[src/rtl/uart_pkg.sv]
// Shared types, default parameter values and parity helper for the UART receiver.
package uart_pkg;

  localparam int DEF_DATA_BITS  = 8;
  localparam int DEF_OVERSAMPLE = 16;

  typedef enum logic [2:0] {
    IDLE   = 3'd0,
    START  = 3'd1,
    DATA   = 3'd2,
    PARITY = 3'd3,
    STOP   = 3'd4
  } rx_state_t;

  // Narrower payloads are zero-extended by the caller, which leaves the XOR unchanged.
  function automatic logic xor_reduce8(input logic [7:0] value);
    return ^value;
  endfunction

endpackage

[src/rtl/uart_bit_sampler.sv]
// Per-bit tick counter and zero-vote counter; flags the last tick of a bit and its voted value.
module uart_bit_sampler
  import uart_pkg::*;
#(
  parameter int OVERSAMPLE = DEF_OVERSAMPLE
) (
  input  logic clk,
  input  logic rst,
  input  logic tick,
  input  logic run,
  input  logic rxd,
  output logic bit_done,
  output logic bit_val
);

  localparam int CW = $clog2(OVERSAMPLE) + 1;

  logic [CW-1:0] tick_cnt;
  logic [CW-1:0] zero_cnt;
  logic [CW-1:0] zero_sum;
  logic          last_tick;

  // Vote including the current sample, so the final tick of a bit counts too
  always_comb begin
    zero_sum  = zero_cnt + {{(CW-1){1'b0}}, ~rxd};
    last_tick = (tick_cnt == CW'(OVERSAMPLE - 1));
    bit_done  = tick & run & last_tick;
    bit_val   = (zero_sum > CW'(OVERSAMPLE / 2)) ? 1'b0 : 1'b1;
  end

  // Counters advance only on oversample ticks and restart at every bit boundary
  always_ff @(posedge clk) begin
    if (rst) begin
      tick_cnt <= '0;
      zero_cnt <= '0;
    end else if (tick && run) begin
      if (last_tick) begin
        tick_cnt <= '0;
        zero_cnt <= '0;
      end else begin
        tick_cnt <= tick_cnt + CW'(1);
        zero_cnt <= zero_sum;
      end
    end
  end

endmodule

[src/rtl/uart_rx_gen.sv]
// Oversampling UART receiver: synchroniser, frame FSM, optional parity and sticky status flags.
module uart_rx_gen
  import uart_pkg::*;
#(
  parameter int DATA_BITS  = DEF_DATA_BITS,
  parameter int OVERSAMPLE = DEF_OVERSAMPLE,
  parameter int PARITY_EN  = 0,
  parameter int PARITY_ODD = 0
) (
  input  logic                 clk,
  input  logic                 rst,
  input  logic                 r_enable,
  input  logic                 rxd,
  input  logic                 rec_enable,
  output logic [DATA_BITS-1:0] data,
  output logic                 rda,
  output logic                 parity_err,
  output logic                 frame_err,
  output logic                 overrun
);

  localparam int IW        = $clog2(DATA_BITS) + 1;
  localparam bit USE_PAR   = (PARITY_EN != 0);
  localparam bit ODD_SENSE = (PARITY_ODD != 0);

  logic                 rxd_meta;
  logic                 rxd_sync;
  rx_state_t            state;
  rx_state_t            state_next;
  logic [IW-1:0]        bit_idx;
  logic [IW-1:0]        bit_idx_next;
  logic [DATA_BITS-1:0] shift;
  logic [DATA_BITS-1:0] shift_next;
  logic                 par_cand;
  logic                 par_cand_next;
  logic                 run;
  logic                 bit_done;
  logic                 bit_val;
  logic                 done;

  // Two-flop synchroniser for the asynchronous serial line
  always_ff @(posedge clk) begin
    if (rst) begin
      rxd_meta <= 1'b1;
      rxd_sync <= 1'b1;
    end else begin
      rxd_meta <= rxd;
      rxd_sync <= rxd_meta;
    end
  end

  // The idle tick that sees a low line is already the first tick of the start bit
  assign run = (state != IDLE) | ~rxd_sync;

  uart_bit_sampler #(
    .OVERSAMPLE(OVERSAMPLE)
  ) u_sampler (
    .clk      (clk),
    .rst      (rst),
    .tick     (r_enable),
    .run      (run),
    .rxd      (rxd_sync),
    .bit_done (bit_done),
    .bit_val  (bit_val)
  );

  // Frame sequencing: next state, shift register, bit index and parity candidate
  always_comb begin
    state_next    = state;
    bit_idx_next  = bit_idx;
    shift_next    = shift;
    par_cand_next = par_cand;
    done          = 1'b0;
    case (state)
      IDLE: begin
        if (r_enable && !rxd_sync) state_next = START;
        else                       state_next = IDLE;
      end
      START: begin
        if (bit_done) state_next = bit_val ? IDLE : DATA;
        else          state_next = START;
      end
      DATA: begin
        if (bit_done) begin
          shift_next = {bit_val, shift[DATA_BITS-1:1]};
          if (bit_idx == IW'(DATA_BITS - 1)) begin
            bit_idx_next = '0;
            state_next   = USE_PAR ? PARITY : STOP;
          end else begin
            bit_idx_next = bit_idx + IW'(1);
            state_next   = DATA;
          end
        end else begin
          state_next = DATA;
        end
      end
      PARITY: begin
        if (bit_done) begin
          par_cand_next = (xor_reduce8(8'(shift)) ^ bit_val) != ODD_SENSE;
          state_next    = STOP;
        end else begin
          state_next = PARITY;
        end
      end
      STOP: begin
        if (bit_done) begin
          done       = 1'b1;
          state_next = IDLE;
        end else begin
          state_next = STOP;
        end
      end
      default: state_next = IDLE;
    endcase
  end

  // Frame state registers move only on oversample ticks
  always_ff @(posedge clk) begin
    if (rst) begin
      state    <= IDLE;
      bit_idx  <= '0;
      shift    <= '0;
      par_cand <= 1'b0;
    end else if (r_enable) begin
      state    <= state_next;
      bit_idx  <= bit_idx_next;
      shift    <= shift_next;
      par_cand <= par_cand_next;
    end
  end

  // Completion outranks the consumer acknowledge arriving in the same cycle
  always_ff @(posedge clk) begin
    if (rst) begin
      data       <= '0;
      rda        <= 1'b0;
      parity_err <= 1'b0;
      frame_err  <= 1'b0;
      overrun    <= 1'b0;
    end else if (done) begin
      data       <= shift;
      rda        <= 1'b1;
      frame_err  <= ~bit_val;
      parity_err <= USE_PAR ? par_cand : 1'b0;
      overrun    <= rec_enable ? 1'b0 : (overrun | rda);
    end else if (rec_enable) begin
      rda        <= 1'b0;
      parity_err <= 1'b0;
      frame_err  <= 1'b0;
      overrun    <= 1'b0;
    end
  end

endmodule
[config.mk]
export PLATFORM = sky130hd
export DESIGN_NAME = uart_rx_gen
export DESIGN_NICKNAME = d
export VERILOG_FILES = /design/src/rtl/uart_pkg.sv /design/src/rtl/uart_bit_sampler.sv /design/src/rtl/uart_rx_gen.sv
export SDC_FILE = /design/constraint.sdc
export NUM_CORES = 1
export LEC_CHECK = 0
export CAP_MARGIN = 20
export CORE_AREA = 2 2 42 83
export CTS_CLUSTER_SIZE = 8
export DETAILED_ROUTE_END_ITERATION = 16
export DIE_AREA = 0 0 44 85
export PLACE_DENSITY = 0.8
export SLEW_MARGIN = 0
export SYNTH_ARGS = -nofsm -noshare
export SYNTH_HDL_FRONTEND = slang
export SYNTH_SLANG_ARGS = --single-unit
[constraint.sdc]
create_clock -name clk -period 2.08 [get_ports clk]
set_clock_uncertainty 0.2 [all_clocks]
set_input_delay 0.416 -clock clk [delete_from_list [all_inputs] [get_ports clk]]
set_output_delay 0.416 -clock clk [all_outputs]
set_load 0.02 [all_outputs]
==> impl_summary.log, run 1 <==
[metrics] CTS sink cnt: 38
[metrics] uppermost metal layer occupied by signal nets: met4
[metrics] startpoint type of the worst setup path: register
[metrics] Gate Count Post-Synth: 174
[metrics] DRT Wirelength: 3430 um
[metrics] min Tclk post-route: a little under 2000 ps
[metrics] post-DP HPWL: 2390 um
[metrics] # H-tree levels: 2
[metrics] Met2 Wirelength: 1880 um
[metrics] sequential share of the synthesized area: 46.2%
[metrics] core region area: about 3100 um^2
[metrics] leakage dissipation: 0.000842 uW
[metrics] area of the mapped netlist: ~1600 um^2
[metrics] category of the most critical setup path: register to register
[metrics] post-synthesis register bit count: 38
[metrics] wire length of the first global-routing pass: 5650 um
[metrics] clock tree from TritonCTS: built
[metrics] count of input and output buffers: 15
[metrics] initial core utilization: 52.8%
[metrics] layout overhead on the synthesized area: 20.1%
[metrics] DR pass1 iterations: 4
[metrics] setup slack at placement: 34.7 ps
[metrics] count of routing violations after the opening detailed-route iteration: 40
[metrics] largest stage delay on the critical path: around 330 ps
[metrics] row count: 29
[metrics] final estimated routing congestion in global placement: 0.793
[metrics] Die Y: around 85 um
[metrics] Synth async-reset ratio: 0%
[metrics] VDD IR-drop max: 0.000685 V
[metrics] number of library cell types mapped by synthesis: 43
[metrics] count of fill cells added during filler insertion: 259
[metrics] chain of cells forming the critical path: inv_1 > ha_1 > ha_1 > nand3_1 > xor2_1 > o21ai_1 > a32o_1
[metrics] I/O pins: 17
[metrics] max capacitance violation total: 0
[metrics] drt via density: 5.78
[metrics] final worst-path cycle share: 94.0%
[metrics] synthesis warning total: 0
[metrics] overflow left after global routing: 0
[metrics] TritonCTS Buffers: 5
[metrics] clock insertion delay at the later pin of the skew report: 290 ps
[metrics] dominant register cell in the synthesized netlist: sky130_fd_sc_hd__dfxtp_1
[metrics] master cell of the clock root buffer: sky130_fd_sc_hd__clkbuf_8
[metrics] Final Worst Setup Slack: approximately 120 ps
[metrics] via count of the first global-routing pass: ~1300
[metrics] per-instance average area after synthesis: 9.46 um^2
[metrics] setup repair after global routing missed its margin: false
[metrics] final setup violation count: 0
[metrics] CP top delay family: compound AO/OA/AOI/OAI gates
[metrics] layout cell share with drive strength beyond 1: 14.3%
[metrics] power density over the cells: 705 nW/um^2
[metrics] clk slew on worst S/H paths: 70 ps
[metrics] Horiz. Die Dim: 44 um
[metrics] class of the worst hold path: register to register
[metrics] run status: finished clean
[metrics] total count of hold-check failures in the final report: 0
[metrics] buffer depth of the longest clock path: 2
[metrics] total routing usage reported by global routing: 19.8%
[metrics] Post-DRT Antenna Nets: 0
[metrics] # nets final: 204
[metrics] final routed wire length divided by cell count: 15.1 um
[metrics] number of vias after detailed routing: 1312
[metrics] DRC violation count after routing: 0
[metrics] antenna violations before repair: 0
[metrics] Worst path most repeated cell: sky130_fd_sc_hd__ha_1
[metrics] Critical Path Sink Type: register
[metrics] setup_tns: 0 ps
[metrics] Antenna diodes: 0
[metrics] EDFF count, synth: 0
[metrics] upper clock frequency limit: 511 MHz
[metrics] highest fanout seen on the critical path: 4
[metrics] arrival time of the worst setup path: between 1500 and 2000 ps
[metrics] routed length on met3: 111 um
[metrics] Worst Path Required: approximately 2100 ps
[metrics] routed metal-1 wire length: 1350 um
[metrics] Crit-path slowest cell: sky130_fd_sc_hd__dfxtp_1
[metrics] Bufs and invs on worst path: 1
[metrics] Hold Buf Count CTS: 0
[metrics] full die area: 3740 um^2
[metrics] maximum number of pins on one net before global-route repair: 42
[metrics] number of nets in the synthesized netlist: 183
[metrics] Slew Viols, Final: 0
==> per-stage QoR <==
step                hold slack, ps  cells  utilization (%)  cell area [um^2]  total power (uW)
finish                         222    227             63.4              1980              1390
global route                   239    227             63.4              1980              1450
CTS                            229    224             62.7              1960              1400
detailed placement             205    216             59.2              1850               803
global placement               200    216             59.2              1850               800
floorplan                      189    174                -              1650               783
==> final cells by class <==
class	count	area, um^2	area share (%)
clock inverters	3	40.0	2.02
well taps	31	38.8	1.96
repair buffers	24	243	12.3
inverters	3	11.3	0.569
multi-input cells	123	816	41.2
clock buffers	5	68.8	3.48
flip-flops and latches	38	761	38.5
==> layout by cell type, fill, tap and decap left out, types with 2 or more instances in the layout <==
master	Yosys	routed
sky130_fd_sc_hd__dfxtp_1	38	38
sky130_fd_sc_hd__nor2_1	26	26
sky130_fd_sc_hd__mux2i_1	16	16
sky130_fd_sc_hd__clkdlybuf4s50_1	0	15
sky130_fd_sc_hd__a21oi_1	10	10
sky130_fd_sc_hd__nand2_1	7	7
sky130_fd_sc_hd__buf_4	3	7
sky130_fd_sc_hd__nand3_1	6	6
sky130_fd_sc_hd__xor2_1	5	5
sky130_fd_sc_hd__or3_1	5	5
sky130_fd_sc_hd__clkbuf_8	0	5
sky130_fd_sc_hd__nor3_1	4	4
sky130_fd_sc_hd__o21ai_0	5	4
sky130_fd_sc_hd__nand4_1	4	4
sky130_fd_sc_hd__ha_1	4	4
sky130_fd_sc_hd__inv_1	3	3
sky130_fd_sc_hd__o21ai_1	2	3
sky130_fd_sc_hd__and2_1	2	2
sky130_fd_sc_hd__nor3b_1	2	2
sky130_fd_sc_hd__a21oi_2	2	2
sky130_fd_sc_hd__or2_2	2	2
sky130_fd_sc_hd__clkinv_2	0	2
sky130_fd_sc_hd__buf_12	0	2
==> synthesized netlist by cell type (3+ instances only) <==
master	number	share of area, %
sky130_fd_sc_hd__ha_1	4	3.0
sky130_fd_sc_hd__dfxtp_1	38	46
sky130_fd_sc_hd__or3_1	5	1.9
sky130_fd_sc_hd__nor2_1	26	5.9
sky130_fd_sc_hd__o21ai_0	5	1.5
sky130_fd_sc_hd__clkbuf_1	4	0.91
sky130_fd_sc_hd__xor2_1	5	2.7
sky130_fd_sc_hd__mux2i_1	16	9.7
sky130_fd_sc_hd__nor3_1	4	1.2
sky130_fd_sc_hd__nand2_1	7	1.6
sky130_fd_sc_hd__nand3_1	6	1.8
sky130_fd_sc_hd__nand4_1	4	1.5
sky130_fd_sc_hd__buf_4	3	1.4
sky130_fd_sc_hd__a21oi_1	10	3.0
sky130_fd_sc_hd__inv_1	3	0.68
==> registers in the layout, summed over array words and instances (netlist names) <==
signal              cells
bit_idx                 4
data                    8
frame_err               1
overrun                 1
rda                     1
rxd_meta                1
rxd_sync                1
shift                   8
state                   3
u_sampler.tick_cnt      5
u_sampler.zero_cnt      5
==> per-layer routing <==
layer | up-vias | track usage, %
li1 | 648 | -
met1 | 620 | 21.3
met2 | 34 | 34.2
met3 | 10 | 5.11
met4 | 0 | 9.64
met5 | - | 0
==> cell families after synthesis <==
family                     share of synthesized area (%)
other                                              0.228
and+or+nand+nor                                     23.9
xor gates and xnor gates                            2.66
adders and majority gates                           3.04
AOI/OAI and AO/OA                                   9.96
DFF                                                 46.2
buffers and inverters                               4.25
muxes                                               9.73
==> path summary, 6_finish.rpt <==
| kind | end | slack (ps) | startpoint | cells past startpoint |
|---|---|---|---|---|
| setup / recovery | state[1] | 120 | rxd_sync | 7 |
| hold / removal | rxd_sync | 220 | rxd_meta | 1 |
| setup reg to reg | state[1] | 120 | rxd_sync | 7 |
| hold reg to reg | rxd_sync | 220 | rxd_meta | 1 |
==> repair_timing <==
action,4_1_cts,5_1_grt
resized for setup,0,1
buffers inserted,0,3
setup endpoints to repair,0,3
==> report_power, final <==
| part | internal, uW | switching, uW | total, uW |
|---|---|---|---|
| Clock | 353 | 254 | 607 |
| Sequential | 731 | 3.34 | 734 |
| Combinational | 22.4 | 30.1 | 52.5 |
No activity file was read; power rests on OpenSTA's default activity.
==> inputs of run 2 (changes only) <==
--- a/config.mk
+++ b/config.mk
@@ -10,6 +10,7 @@
 export CTS_CLUSTER_SIZE = 8
 export DETAILED_ROUTE_END_ITERATION = 16
 export DIE_AREA = 0 0 44 85
+export GPL_TIMING_DRIVEN = 0
 export PLACE_DENSITY = 0.8
 export SLEW_MARGIN = 0
 export SYNTH_ARGS = -nofsm -noshare
==> impl_summary.log, run 2 (synthesized netlist as in run 1, its figures left out) <==
[metrics] class of the worst hold path: register to register
[metrics] count of routing violations after the opening detailed-route iteration: 33 (-18%)
[metrics] # nets final: 204 (unchanged)
[metrics] count of input and output buffers: 14 (-1)
[metrics] number of vias after detailed routing: 1305 (-0.53%)
[metrics] maximum number of pins on one net before global-route repair: 13 (-69%)
[metrics] power density over the cells: 791 nW/um^2 (+12%)
[metrics] Worst path most repeated cell: sky130_fd_sc_hd__buf_4
[metrics] Horiz. Die Dim: 44 um (unchanged)
[metrics] chain of cells forming the critical path: ha_2 > and4b_4 > buf_4 > nand4_2 > buf_4 > mux2i_1 > nor2_1
[metrics] Slew Viols, Final: 0 (unchanged)
[metrics] row count: 29 (unchanged)
[metrics] CP top delay family: simple AND/OR/NAND/NOR gates
[metrics] leading cell type in the layout, fill and taps excluded: sky130_fd_sc_hd__dfxtp_1
[metrics] Total Power Consumption: 1560 uW (+12%)
[metrics] max-slew headroom at the worst pin: around two thirds
[metrics] leakage dissipation: 0.000830 uW (-1.5%)
[metrics] Antenna diodes: 0 (unchanged)
[metrics] Hold Buf Count CTS: 0 (unchanged)
[metrics] initial core utilization: 52.8% (unchanged)
[metrics] commonest cells after routing, fill and taps aside: sky130_fd_sc_hd__dfxtp_1 (38), sky130_fd_sc_hd__nor2_1 (26), sky130_fd_sc_hd__mux2i_1 (16), sky130_fd_sc_hd__clkdlybuf4s50_1 (14), sky130_fd_sc_hd__a21oi_1 (10)
[metrics] master cell of the clock root buffer: sky130_fd_sc_hd__clkbuf_8
[metrics] Die Y: 85 um (unchanged)
[metrics] highest fanout seen on the critical path: 10 (+6)
[metrics] post-DP HPWL: 2480 um (+4.0%)
[metrics] I/O pins: 17 (unchanged)
[metrics] Crit-path slowest cell: sky130_fd_sc_hd__dfxtp_1
[metrics] # H-tree levels: 2 (unchanged)
[metrics] run status: finished clean
[metrics] largest registers: data (8), shift (8)
[metrics] Final Instance Area: 1970 um^2 (-0.32%)
[metrics] total routing usage reported by global routing: 20.2% (+0.34 points)
[metrics] max capacitance violation total: 0 (unchanged)
[metrics] arrival time of the worst setup path: 1930 ps (about the same)
[metrics] via count of the first global-routing pass: 1374 (+5.1%)
[metrics] antenna violations before repair: 0 (unchanged)
[metrics] clock tree from TritonCTS: built
[metrics] category of the most critical setup path: register to register
[metrics] TritonCTS Buffers: 5 (unchanged)
[metrics] setup slack at placement: -201 ps (-236 ps)
[metrics] min Tclk post-route: 1960 ps (+8.63 ps)
[metrics] overflow left after global routing: 0 (unchanged)
[metrics] final estimated routing congestion in global placement: 0.781 (-1.6%)
[metrics] clk slew on worst S/H paths: 70 ps (about the same)
[metrics] DR pass1 iterations: 5 (+1)
[metrics] Worst Path Required: 2050 ps (-20 ps)
[metrics] DRC violation count after routing: 0 (unchanged)
[metrics] total count of hold-check failures in the final report: 0 (unchanged)
[metrics] upper clock frequency limit: 509 MHz (-0.44%)
[metrics] setup_tns: 0 ps (unchanged)
[metrics] Worst Max-Slew Pin Slew: 511 ps
[metrics] drt via density: 5.75 (-0.53%)
[metrics] Critical Path Sink Type: register
[metrics] setup repair after global routing missed its margin: true
[metrics] Bufs and invs on worst path: 2 (+1)
[metrics] clock insertion delay at the later pin of the skew report: 290 ps (about the same)
[metrics] final routed wire length divided by cell count: 14.8 um (-1.9%)
[metrics] final setup violation count: 0 (unchanged)
[metrics] wire length of the first global-routing pass: 5690 um (+0.73%)
[metrics] Post-Place Cell Area: 1830 um^2 (-1.2%)
[metrics] layout overhead on the synthesized area: 19.8%
[metrics] VDD IR-drop max: 0.000790 V (+15%)
[metrics] core region area: 3120 um^2 (unchanged)
[metrics] Final Worst Setup Slack: 116 ps (-8.63 ps)
[metrics] largest stage delay on the critical path: 380 ps (+50 ps)
[metrics] layout cell share with drive strength beyond 1: 13.8% (-0.51 points)
[metrics] Post-DRT Antenna Nets: 0 (unchanged)
[metrics] full die area: 3740 um^2 (unchanged)
[metrics] final worst-path cycle share: 94.4% (+0.41 points)
[metrics] DRT Wirelength: 3370 um (-1.9%)
[metrics] startpoint type of the worst setup path: register
[metrics] buffer depth of the longest clock path: 2 (unchanged)
[metrics] hold_ws: 232 ps (+9.18 ps)
[metrics] CTS sink cnt: 38 (unchanged)
## run 2: worst register-to-register path, stage by stage (launching register included)
cell and delay (ps):
sky130_fd_sc_hd__dfxtp_1 380, sky130_fd_sc_hd__ha_2 240, sky130_fd_sc_hd__and4b_4 240, sky130_fd_sc_hd__buf_4 170, sky130_fd_sc_hd__nand4_2 150, sky130_fd_sc_hd__buf_4 230
sky130_fd_sc_hd__mux2i_1 170, sky130_fd_sc_hd__nor2_1 50
## run 2: routing by layer
layer  vias to the layer above  share of wire (%)  global-route usage, %
li1                        650                  -                      -
met1                       624                 38                   19.6
met2                        26                 57                   37.2
met3                         5                2.8                   4.04
met4                         0                2.1                   10.7
met5                         -                  0                      0
## run 2: path summary, 6_finish.rpt
path / from / end / slack [ps] / depth (start not counted)
min reg2reg: rxd_meta / rxd_sync / 230 / 1
max reg2reg: u_sampler.tick_cnt[0] / data[4] / 120 / 7
min: rxd_meta / rxd_sync / 230 / 1
max: u_sampler.tick_cnt[0] / data[4] / 120 / 7
## run 2: where the power goes
part	switching, uW	internal [uW]
combinational	32.0	18.9
clock	263	511
sequential	3.14	731
## run 2: timing repair
action	CTS	global route
buffers inserted	0	0
endpoints found under the setup margin	0	7
resized for setup	0	4
hold endpoints to repair	0	0
## run 2: through the flow
stage | std cells | utilization [%]
6_report | 227 | 63.2
5_1_grt | 227 | 63.2
4_1_cts | 227 | 63.1
3_5_place_dp | 219 | 58.5
3_3_place_gp | 219 | 58.5
2_1_floorplan | 174 | -
## run 2: area by class of cell
| type | instances | area, um^2 |
|---|---|---|
| repair buffers | 14 | 140 |
| plain buffers | 10 | 60.1 |
| clock buffers | 6 | 82.6 |
| inverters | 3 | 11.3 |
| fillers | 257 | 1150 |
| multi-input cells | 123 | 818 |
| well taps | 31 | 38.8 |
| clock inverters | 2 | 60.1 |
| flip-flops and latches | 38 | 761 |
